[config.mk]
export PLATFORM = sky130hd
export DESIGN_NAME = program_memory_flat
export DESIGN_NICKNAME = d
export VERILOG_FILES = /design/src/rtl/program_memory_pkg.sv /design/src/rtl/program_memory_if.sv /design/src/rtl/program_memory_array.sv /design/src/rtl/program_memory.sv /design/src/flat_wrapper.sv
export SDC_FILE = /design/constraint.sdc
export NUM_CORES = 2
export LEC_CHECK = 0
export CAP_MARGIN = 0
export CORE_ASPECT_RATIO = 0.8
export CORE_MARGIN = 1.5
export CORE_UTILIZATION = 49
export CTS_BUF_LIST = sky130_fd_sc_hd__clkbuf_4
export CTS_CLUSTER_SIZE = 8
export DETAILED_ROUTE_END_ITERATION = 10
export PLACE_DENSITY = 0.61
export SYNTH_ARGS = -nofsm -noshare
export SYNTH_HDL_FRONTEND = slang
export SYNTH_SLANG_ARGS = --single-unit
[constraint.sdc]
create_clock -name Clock -period 14.84 [get_ports Clock]
set_clock_uncertainty 0.15 [all_clocks]
set_input_delay 2.226 -clock Clock [delete_from_list [all_inputs] [get_ports Clock]]
set_output_delay 2.226 -clock Clock [all_outputs]
set_load 0.02 [all_outputs]
[src/rtl/program_memory_pkg.sv]
// Shared types and constants for the loadable instruction memory.
// Imported by the top level and the bench.
package program_memory_pkg;

    typedef enum logic {
        CLEAR,
        RUN
    } state_t;

    localparam int XLEN = 16;
    localparam logic [XLEN-1:0] NOP_WORD = '0;

endpackage

[src/rtl/program_memory_if.sv]
// Loader and fetch handshake bundle for program_memory.
// master = fetch/loader side, slave = memory side.
interface program_memory_if #(
    parameter int l = 16
);

    logic         LoadEnable;
    logic [l-1:0] LoadAddress;
    logic [l-1:0] LoadData;
    logic         LoadReady;
    logic         FetchValid;
    logic [l-1:0] FetchAddress;
    logic         FetchReady;
    logic         InstrValid;
    logic         InstrReady;
    logic [l-1:0] Instruction;
    logic         Fault;

    modport master (
        output LoadEnable, LoadAddress, LoadData,
        output FetchValid, FetchAddress, InstrReady,
        input  LoadReady, FetchReady,
        input  InstrValid, Instruction, Fault
    );

    modport slave (
        input  LoadEnable, LoadAddress, LoadData,
        input  FetchValid, FetchAddress, InstrReady,
        output LoadReady, FetchReady,
        output InstrValid, Instruction, Fault
    );

endinterface

[src/rtl/program_memory_array.sv]
// 1-write/1-read synchronous RAM with registered read data and no reset,
// shaped so a vendor block RAM can drop in.
module program_memory_array #(
    parameter int l     = 16,
    parameter int DEPTH = 256,
    parameter int AW    = $clog2(DEPTH)
) (
    input  logic          clk,
    input  logic          we,
    input  logic [AW-1:0] waddr,
    input  logic [l-1:0]  wdata,
    input  logic          re,
    input  logic [AW-1:0] raddr,
    output logic [l-1:0]  rdata
);

    logic [l-1:0] mem [DEPTH];

    always_ff @(posedge clk) begin
        if (we) begin
            mem[waddr] <= wdata;
        end
        if (re) begin
            rdata <= mem[raddr];
        end
    end

endmodule

[src/rtl/program_memory.sv]
// Loadable synchronous-read instruction memory with a post-reset
// clear sequencer, fetch handshake and out-of-range fault flag.
module program_memory
    import program_memory_pkg::*;
#(
    parameter  int l     = 16,
    parameter  int DEPTH = 256,
    localparam int AW    = $clog2(DEPTH)
) (
    input  logic Clock,
    input  logic Reset,
    program_memory_if.slave bus
);

    localparam logic [l:0]    DEPTH_W = (l+1)'(DEPTH);
    localparam logic [AW-1:0] LAST    = AW'(DEPTH - 1);
    localparam logic [l-1:0]  NOP     = l'(NOP_WORD);

    state_t        state;
    state_t        state_nx;
    logic [AW-1:0] cnt;

    logic          load_rdy;
    logic          fetch_rdy;
    logic          load_in;
    logic          fetch_in;
    logic          accept;

    logic          we;
    logic [AW-1:0] waddr;
    logic [l-1:0]  wdata;
    logic          re;
    logic [l-1:0]  rdata;

    logic          ivalid;
    logic          fault;

    always_ff @(posedge Clock) begin
        if (Reset) begin
            state <= CLEAR;
        end else begin
            state <= state_nx;
        end
    end

    always_comb begin
        state_nx = state;
        unique case (state)
            CLEAR:   if (cnt == LAST) state_nx = RUN;
            RUN:     state_nx = RUN;
            default: state_nx = CLEAR;
        endcase
    end

    always_comb begin
        load_rdy  = (state == RUN);
        fetch_rdy = load_rdy && !bus.LoadEnable &&
                    (!ivalid || bus.InstrReady);
    end

    always_ff @(posedge Clock) begin
        if (Reset) begin
            cnt <= '0;
        end else if (state == CLEAR) begin
            cnt <= cnt + 1'b1;
        end
    end

    // Full-width compares so upper address bits never alias into the array.
    assign load_in  = ({1'b0, bus.LoadAddress} < DEPTH_W);
    assign fetch_in = ({1'b0, bus.FetchAddress} < DEPTH_W);
    assign accept   = bus.FetchValid && fetch_rdy;

    always_comb begin
        if (state == CLEAR) begin
            we    = 1'b1;
            waddr = cnt;
            wdata = NOP;
        end else begin
            we    = bus.LoadEnable && load_in;
            waddr = bus.LoadAddress[AW-1:0];
            wdata = bus.LoadData;
        end
    end

    assign re = accept && fetch_in;

    program_memory_array #(
        .l     (l),
        .DEPTH (DEPTH),
        .AW    (AW)
    ) u_array (
        .clk   (Clock),
        .we    (we),
        .waddr (waddr),
        .wdata (wdata),
        .re    (re),
        .raddr (bus.FetchAddress[AW-1:0]),
        .rdata (rdata)
    );

    always_ff @(posedge Clock) begin
        if (Reset) begin
            ivalid <= 1'b0;
            fault  <= 1'b0;
        end else if (accept) begin
            ivalid <= 1'b1;
            fault  <= !fetch_in;
        end else if (bus.InstrReady) begin
            ivalid <= 1'b0;
        end
    end

    // Masking keeps the output at NOP out of reset and on faults
    // without putting a reset on the RAM read register.
    assign bus.Instruction = (ivalid && !fault) ? rdata : NOP;
    assign bus.Fault       = fault;
    assign bus.InstrValid  = ivalid;
    assign bus.LoadReady   = load_rdy;
    assign bus.FetchReady  = fetch_rdy;

endmodule

[src/flat_wrapper.sv]
// flat-port wrapper written by rule: the top's interface ports become plain ports
module program_memory_flat import program_memory_pkg::*;
#(
    parameter  int l     = 16,
    parameter  int DEPTH = 256,
    localparam int AW    = $clog2(DEPTH)
)
  (Clock, Reset, bus_LoadEnable, bus_LoadAddress, bus_LoadData, bus_FetchValid, bus_FetchAddress, bus_InstrReady, bus_LoadReady, bus_FetchReady, bus_InstrValid, bus_Instruction, bus_Fault);
  program_memory_if #(.l(l)) bus_i ();
  input  logic Clock;
  input  logic Reset;
  input wire logic [$bits(bus_i.LoadEnable)-1:0] bus_LoadEnable;
  input wire logic [$bits(bus_i.LoadAddress)-1:0] bus_LoadAddress;
  input wire logic [$bits(bus_i.LoadData)-1:0] bus_LoadData;
  input wire logic [$bits(bus_i.FetchValid)-1:0] bus_FetchValid;
  input wire logic [$bits(bus_i.FetchAddress)-1:0] bus_FetchAddress;
  input wire logic [$bits(bus_i.InstrReady)-1:0] bus_InstrReady;
  output wire logic [$bits(bus_i.LoadReady)-1:0] bus_LoadReady;
  output wire logic [$bits(bus_i.FetchReady)-1:0] bus_FetchReady;
  output wire logic [$bits(bus_i.InstrValid)-1:0] bus_InstrValid;
  output wire logic [$bits(bus_i.Instruction)-1:0] bus_Instruction;
  output wire logic [$bits(bus_i.Fault)-1:0] bus_Fault;
  assign bus_i.LoadEnable = bus_LoadEnable;
  assign bus_i.LoadAddress = bus_LoadAddress;
  assign bus_i.LoadData = bus_LoadData;
  assign bus_i.FetchValid = bus_FetchValid;
  assign bus_i.FetchAddress = bus_FetchAddress;
  assign bus_i.InstrReady = bus_InstrReady;
  assign bus_LoadReady = bus_i.LoadReady;
  assign bus_FetchReady = bus_i.FetchReady;
  assign bus_InstrValid = bus_i.InstrValid;
  assign bus_Instruction = bus_i.Instruction;
  assign bus_Fault = bus_i.Fault;
  program_memory #(.l(l), .DEPTH(DEPTH)) u_core (.Clock(Clock), .Reset(Reset), .bus(bus_i));
endmodule
After elaboration in Yosys (flattened, before gate mapping)
Memory sizes are Yosys's and may differ from the RTL's. A register that Yosys moved wholly into a read port is not among the register bits.
Cells that the tools add are included.
- register bits after elaboration: 11
- latch bits: 0
- memory bits (writable): 4096
- memory bits (read-only): 0
- input port bits: 53
- output and inout bits: 20
- logic and storage cells: 32
- memories kept: 1
- add/subtract/negate cells: 1
- $mul: 0
- divide/modulo/power cells: 0
- magnitude comparators: 2
- equality and inequality tests: 1
- shifts and indexed selects: 0
- mux-type cells: 10
- bitwise gates (word level): 1
- reduce and logical (&&, ||, !) cells: 12
- memory list (memory ; words ; width ; rd ports ; clocked after memory_dff ; write ports ; RTL line ; text):
    u_core.u_array.mem ; 256 ; 16 ; 1 ; 1 ; 1 ; program_memory_array.sv:17 ; logic [l-1:0] mem [DEPTH];
- operator list (kind ; count):
    16-bit by 9-bit less-than comparator with 1-bit output (second input constant) ; 2
    16-bit two-way mux ; 2
    8-bit by 1-bit adder with 8-bit output (second input constant) ; 1
    8-bit equality test (second input constant) ; 1
    8-bit two-way mux ; 1
    1-bit logical AND ; 6
    1-bit two-way mux ; 6
    1-bit logical NOT ; 4
    1-bit case mux with 2 select lines ; 1
    2-bit nonzero test ; 1
    1-bit logical OR ; 1
    1-bit NOT ; 1

Logic depth before layout (Yosys ltp)
- depth in word-level cells: 5
- mapped depth: 13
- gate-level depth less buffers: 7

Hierarchy
A second synthesis with hierarchy kept.
- cells, all modules: 7463
- area, all modules: 159708.2 sq um
- modules (own cells, without submodules) (module ; times used ; cells an instance ; area an instance (sq um) ; seq. area each (sq um)):
    program_memory_array ; 1 ; 7360 ; 158874.9 ; 123478.4
    program_memory ; 1 ; 103 ; 833.3 ; 220.2

Worst setup path after synthesis
OpenSTA, ideal clock, no wires.
- kind: input to register
- from: in bus_LoadData[0]
- to: mem u_core.u_array.mem[0][0], data pin
- library setup time: 0.867 ns
- arrival: 5.453 ns
- data required time: 13.823 ns
- path slack: 8.370 ns
- stages: 1
- path buffers: 0
- cells stage by stage: and2_1
- word-level cells in the longest chain between the ends: 1
- RTL lines (item ; RTL line ; text):
    start: declaration ; flat_wrapper.sv:14 ; input wire logic [$bits(bus_i.LoadData)-1:0] bus_LoadData;
    16-bit two-way mux ; program_memory.sv:75 ; if (state == CLEAR) begin
    end: declaration ; program_memory_array.sv:17 ;
Every way passes these cells.

Final worst setup path
- from: in bus_FetchAddress[1]
- to: reg u_core.u_array.rdata[12], read port of u_core.u_array.mem, data pin
- word-level cells in the longest chain between the ends: 2
- RTL lines (item ; RTL line ; text):
    start: declaration ; flat_wrapper.sv:16 ; input wire logic [$bits(bus_i.FetchAddress)-1:0] bus_FetchAddress;
    16-bit by 9-bit less-than comparator with 1-bit output ; program_memory.sv:71 ; assign fetch_in = ({1'b0, bus.FetchAddress} < DEPTH_W);
    1-bit logical AND ; program_memory.sv:86 ; assign re = accept && fetch_in;
    end: declaration ; program_memory_array.sv:14 ; output logic [l-1:0] rdata
Parallel ways exist; a longest one is shown, timed or not.
A chain may end at the register's enable or synchronous reset.

==> flow_metrics.env <==
export IMPL_drive_gt1_share_pct=30.7
export IMPL_ys_ff_latch=4123
export IMPL_outcome="finished clean"
export IMPL_worst_slew_pin_slew_ns=1.34
export IMPL_hold_path_class="register to register"
export IMPL_globalRouteOverflowTotal=0
export IMPL_path_max_fanout=112
export IMPL_setup_viol=0
export IMPL_drv_slew=0
export IMPL_synth_top_area_share_pct=77.5
export IMPL_die_h_um=513
export IMPL_r2r_start="u_core.bus.LoadReady"
export IMPL_drc=0
export IMPL_holdCritStartpoint="u_core.bus.Fault"
export IMPL_synthTopCellsByArea="edfxtp_1 (78%), mux4_2 (11%), mux2i_1 (3.1%), o221ai_1 (1.3%), nor2_1 (0.75%)"
export IMPL_path_clk_slew_ns=0.07
export IMPL_cts_hold_buf=0
export IMPL_min_period_ns=6.36
export IMPL_ys_warn_count=0
export IMPL_timing_fmax_mhz=157
export IMPL_place_inst=11800
export IMPL_grt_pass1_wl_um=615000
export IMPL_rsz0062_at_grt="no"
export IMPL_finalNetCount=8520
export IMPL_dr_first_iter_drc_count=11200
export IMPL_path_class="input port to register"
export IMPL_rrSetupSlack_ns=10.12
export IMPL_cts_root_buffer="clkbuf_4"
export IMPL_fin_hold_ws_ns=0.404
export IMPL_ys_seq_area_share_pct=77.7
export IMPL_synth_cells=7462
export IMPL_clock_latency_ns=1.51
export IMPL_rows=187
export IMPL_cts_sinks=4123
export IMPL_synth_edf_count=4112
export IMPL_core_um2=324000
export IMPL_holdPathStages=2
export IMPL_endpoint_kind="register"
export IMPL_power_density_nw_per_um2=124
export IMPL_grt_pass1_vias=83500
export IMPL_portBuffers=72
export IMPL_critical_path_arrival_ns=7.40
export IMPL_syn_cell_area_um2=159000
export IMPL_finalSetupTns_ns=0
export IMPL_fin_area_um2=178000
export IMPL_antenna_found_initial=41
export IMPL_synthDistinctLibCells=58
export IMPL_synth_top_cell_by_area="edfxtp_1"
export IMPL_finalNonFillerCells=13500
export IMPL_area_growth_pct=11.9
export IMPL_hold_viol_final=0
export IMPL_finalWirelength_um=438000
export IMPL_grt_max_degree=222
export IMPL_ctsHtreeMaxLevel=6
export IMPL_ant_nets=0
export IMPL_fin_util_pct=55.0
export IMPL_yosysMostFrequentCell="edfxtp_1"
export IMPL_synth_async_reset_ratio_pct=0
export IMPL_via_count=84300
export IMPL_cts_setup_buffers=0
export IMPL_tritoncts="yes"
export IMPL_ys_flop_type="edfxtp_1"
export IMPL_leakage_nw=59.9
export IMPL_grt_total_usage_pct=26.4
export IMPL_pin_count=73
export IMPL_cp_start_kind="input port"
export IMPL_whs_endpoint="u_core.bus.Fault"
export IMPL_crit_required_ns=15.88
export IMPL_r2r_end="u_core.u_array.mem[26][5]"
export IMPL_period_share_pct=42.9
export IMPL_cts_buffers=963
export IMPL_viasPerCell=6.23
export IMPL_reg2regPathDepth=5
export IMPL_drtPass1Iterations=5
export IMPL_cts_resized=0
export IMPL_die_width_um=640
export IMPL_ir_drop_v=0.0000798
export IMPL_syn_nets=7516
export IMPL_placed_cell_area_um2=166000
export IMPL_place_congestion=0.853
export IMPL_syn_area_per_cell_um2=21.3
export IMPL_dieArea_um2=329000
export IMPL_relSlewSlack_pct=10.7
export IMPL_initial_core_util_pct=49.2
export IMPL_dp_hpwl_um=250000
export IMPL_clock_path_buffers=4
export IMPL_wl_per_cell_um=32.3
export IMPL_maxCapViolCount=0
export IMPL_yosys_top_cells_count="edfxtp_1 (4,112), mux4_2 (805), mux2i_1 (497)"
[layout make-up]
class	count	area [um^2]
fillers	25100	146000
clock buffers	1384	10400
inverters	14	63.8
repair buffers	486	3980
well taps	4347	5440
diodes	35	87.6
multi-input cells	2878	33100
flip-flops and latches	4123	124000
clock inverters	278	1460
[worst max-delay path by stage]
stage                   startpoint                  endpoint  cells after the start
6_report       bus_FetchAddress[1]  u_core.u_array.rdata[12]                     12
2_1_floorplan      bus_LoadData[0]  u_core.u_array.mem[0][0]                      1
3_5_place_dp   bus_FetchAddress[1]   u_core.u_array.rdata[2]                     10
5_1_grt        bus_FetchAddress[0]   u_core.u_array.rdata[1]                     11
3_3_place_gp   bus_FetchAddress[1]  u_core.u_array.rdata[11]                     11
4_1_cts        bus_FetchAddress[1]  u_core.u_array.rdata[11]                     11
[routing by layer]
metal	share of wire (%)	track usage, %
met5	0.027	0
met3	11	6.55
met4	2.7	8.25
met1	42	39.6
met2	45	38.4
[power breakdown]
part / switching [mW] / internal, mW / total (mW)
clock network: 4.40 / 4.43 / 8.83
logic: 0.488 / 0.229 / 0.717
registers: 0.00421 / 12.6 / 12.6
total: 4.89 / 17.3 / 22.2
[critical path, cell delays in order]
cell and delay (ns):
buf_8 0.29, buf_12 0.64, buf_4 0.60, buf_4 0.63
mux4_2 0.41, a22o_1 0.24, a221oi_1 0.80, o22ai_1 0.23
or4_1 0.56, o41ai_1 0.12, buf_4 0.23, nor4_1 0.06
[sequential cells by signal (all words and copies together) (netlist names)]
signal,count
u_core.u_array.rdata,16
u_core.bus.Fault,1
u_core.u_array.mem,4096
u_core.cnt,8
u_core.bus.LoadReady,1
u_core.bus.InstrValid,1
[cell families after synthesis]
group                      Yosys count  synth area share [%]
and+or+nand+nor                    710                  2.04
AOI/OAI and AO/OA                  836                  3.77
buffers and inverters              461                  1.80
xor gates and xnor gates             4                0.0220
adders and majority gates            1               0.00785
DFF                               4123                  77.7
muxes                             1327                  14.7
[layout by cell type (no fill, tap or decap), types with 16 or more instances in the layout]
| cell | netlist | final |
|---|---|---|
| mux4_2 | 805 | 805 |
| o21ai_0 | 92 | 92 |
| diode_2 | 0 | 35 |
| nor4_1 | 48 | 48 |
| a211oi_1 | 30 | 30 |
| and2_4 | 0 | 16 |
| o221ai_1 | 228 | 228 |
| mux2_2 | 23 | 23 |
| nor3_1 | 124 | 124 |
| clkbuf_4 | 0 | 1384 |
| clkdlybuf4s50_1 | 0 | 67 |
| clkinv_1 | 1 | 209 |
| clkinv_2 | 0 | 28 |
| edfxtp_1 | 4112 | 4112 |
| nor2_2 | 0 | 55 |
| mux2i_1 | 497 | 497 |
| a221oi_1 | 58 | 58 |
| and2_1 | 33 | 17 |
| nor2_1 | 320 | 258 |
| a22o_1 | 84 | 84 |
| a21oi_1 | 186 | 186 |
| buf_4 | 44 | 405 |
| o22ai_1 | 105 | 105 |
| nand2_1 | 95 | 93 |
| nand3_1 | 41 | 29 |
[stage by stage]
| stage | setup slack, ns | total power [mW] |
|---|---|---|
| floorplan | 8.37 | 13.3 |
| global placement | 6.53 | 13.6 |
| detailed placement | 7.07 | 13.6 |
| CTS | 8.67 | 22.3 |
| global route | 8.51 | 22.9 |
| finish | 8.48 | 22.2 |
(Power assumes the default switching activity.)
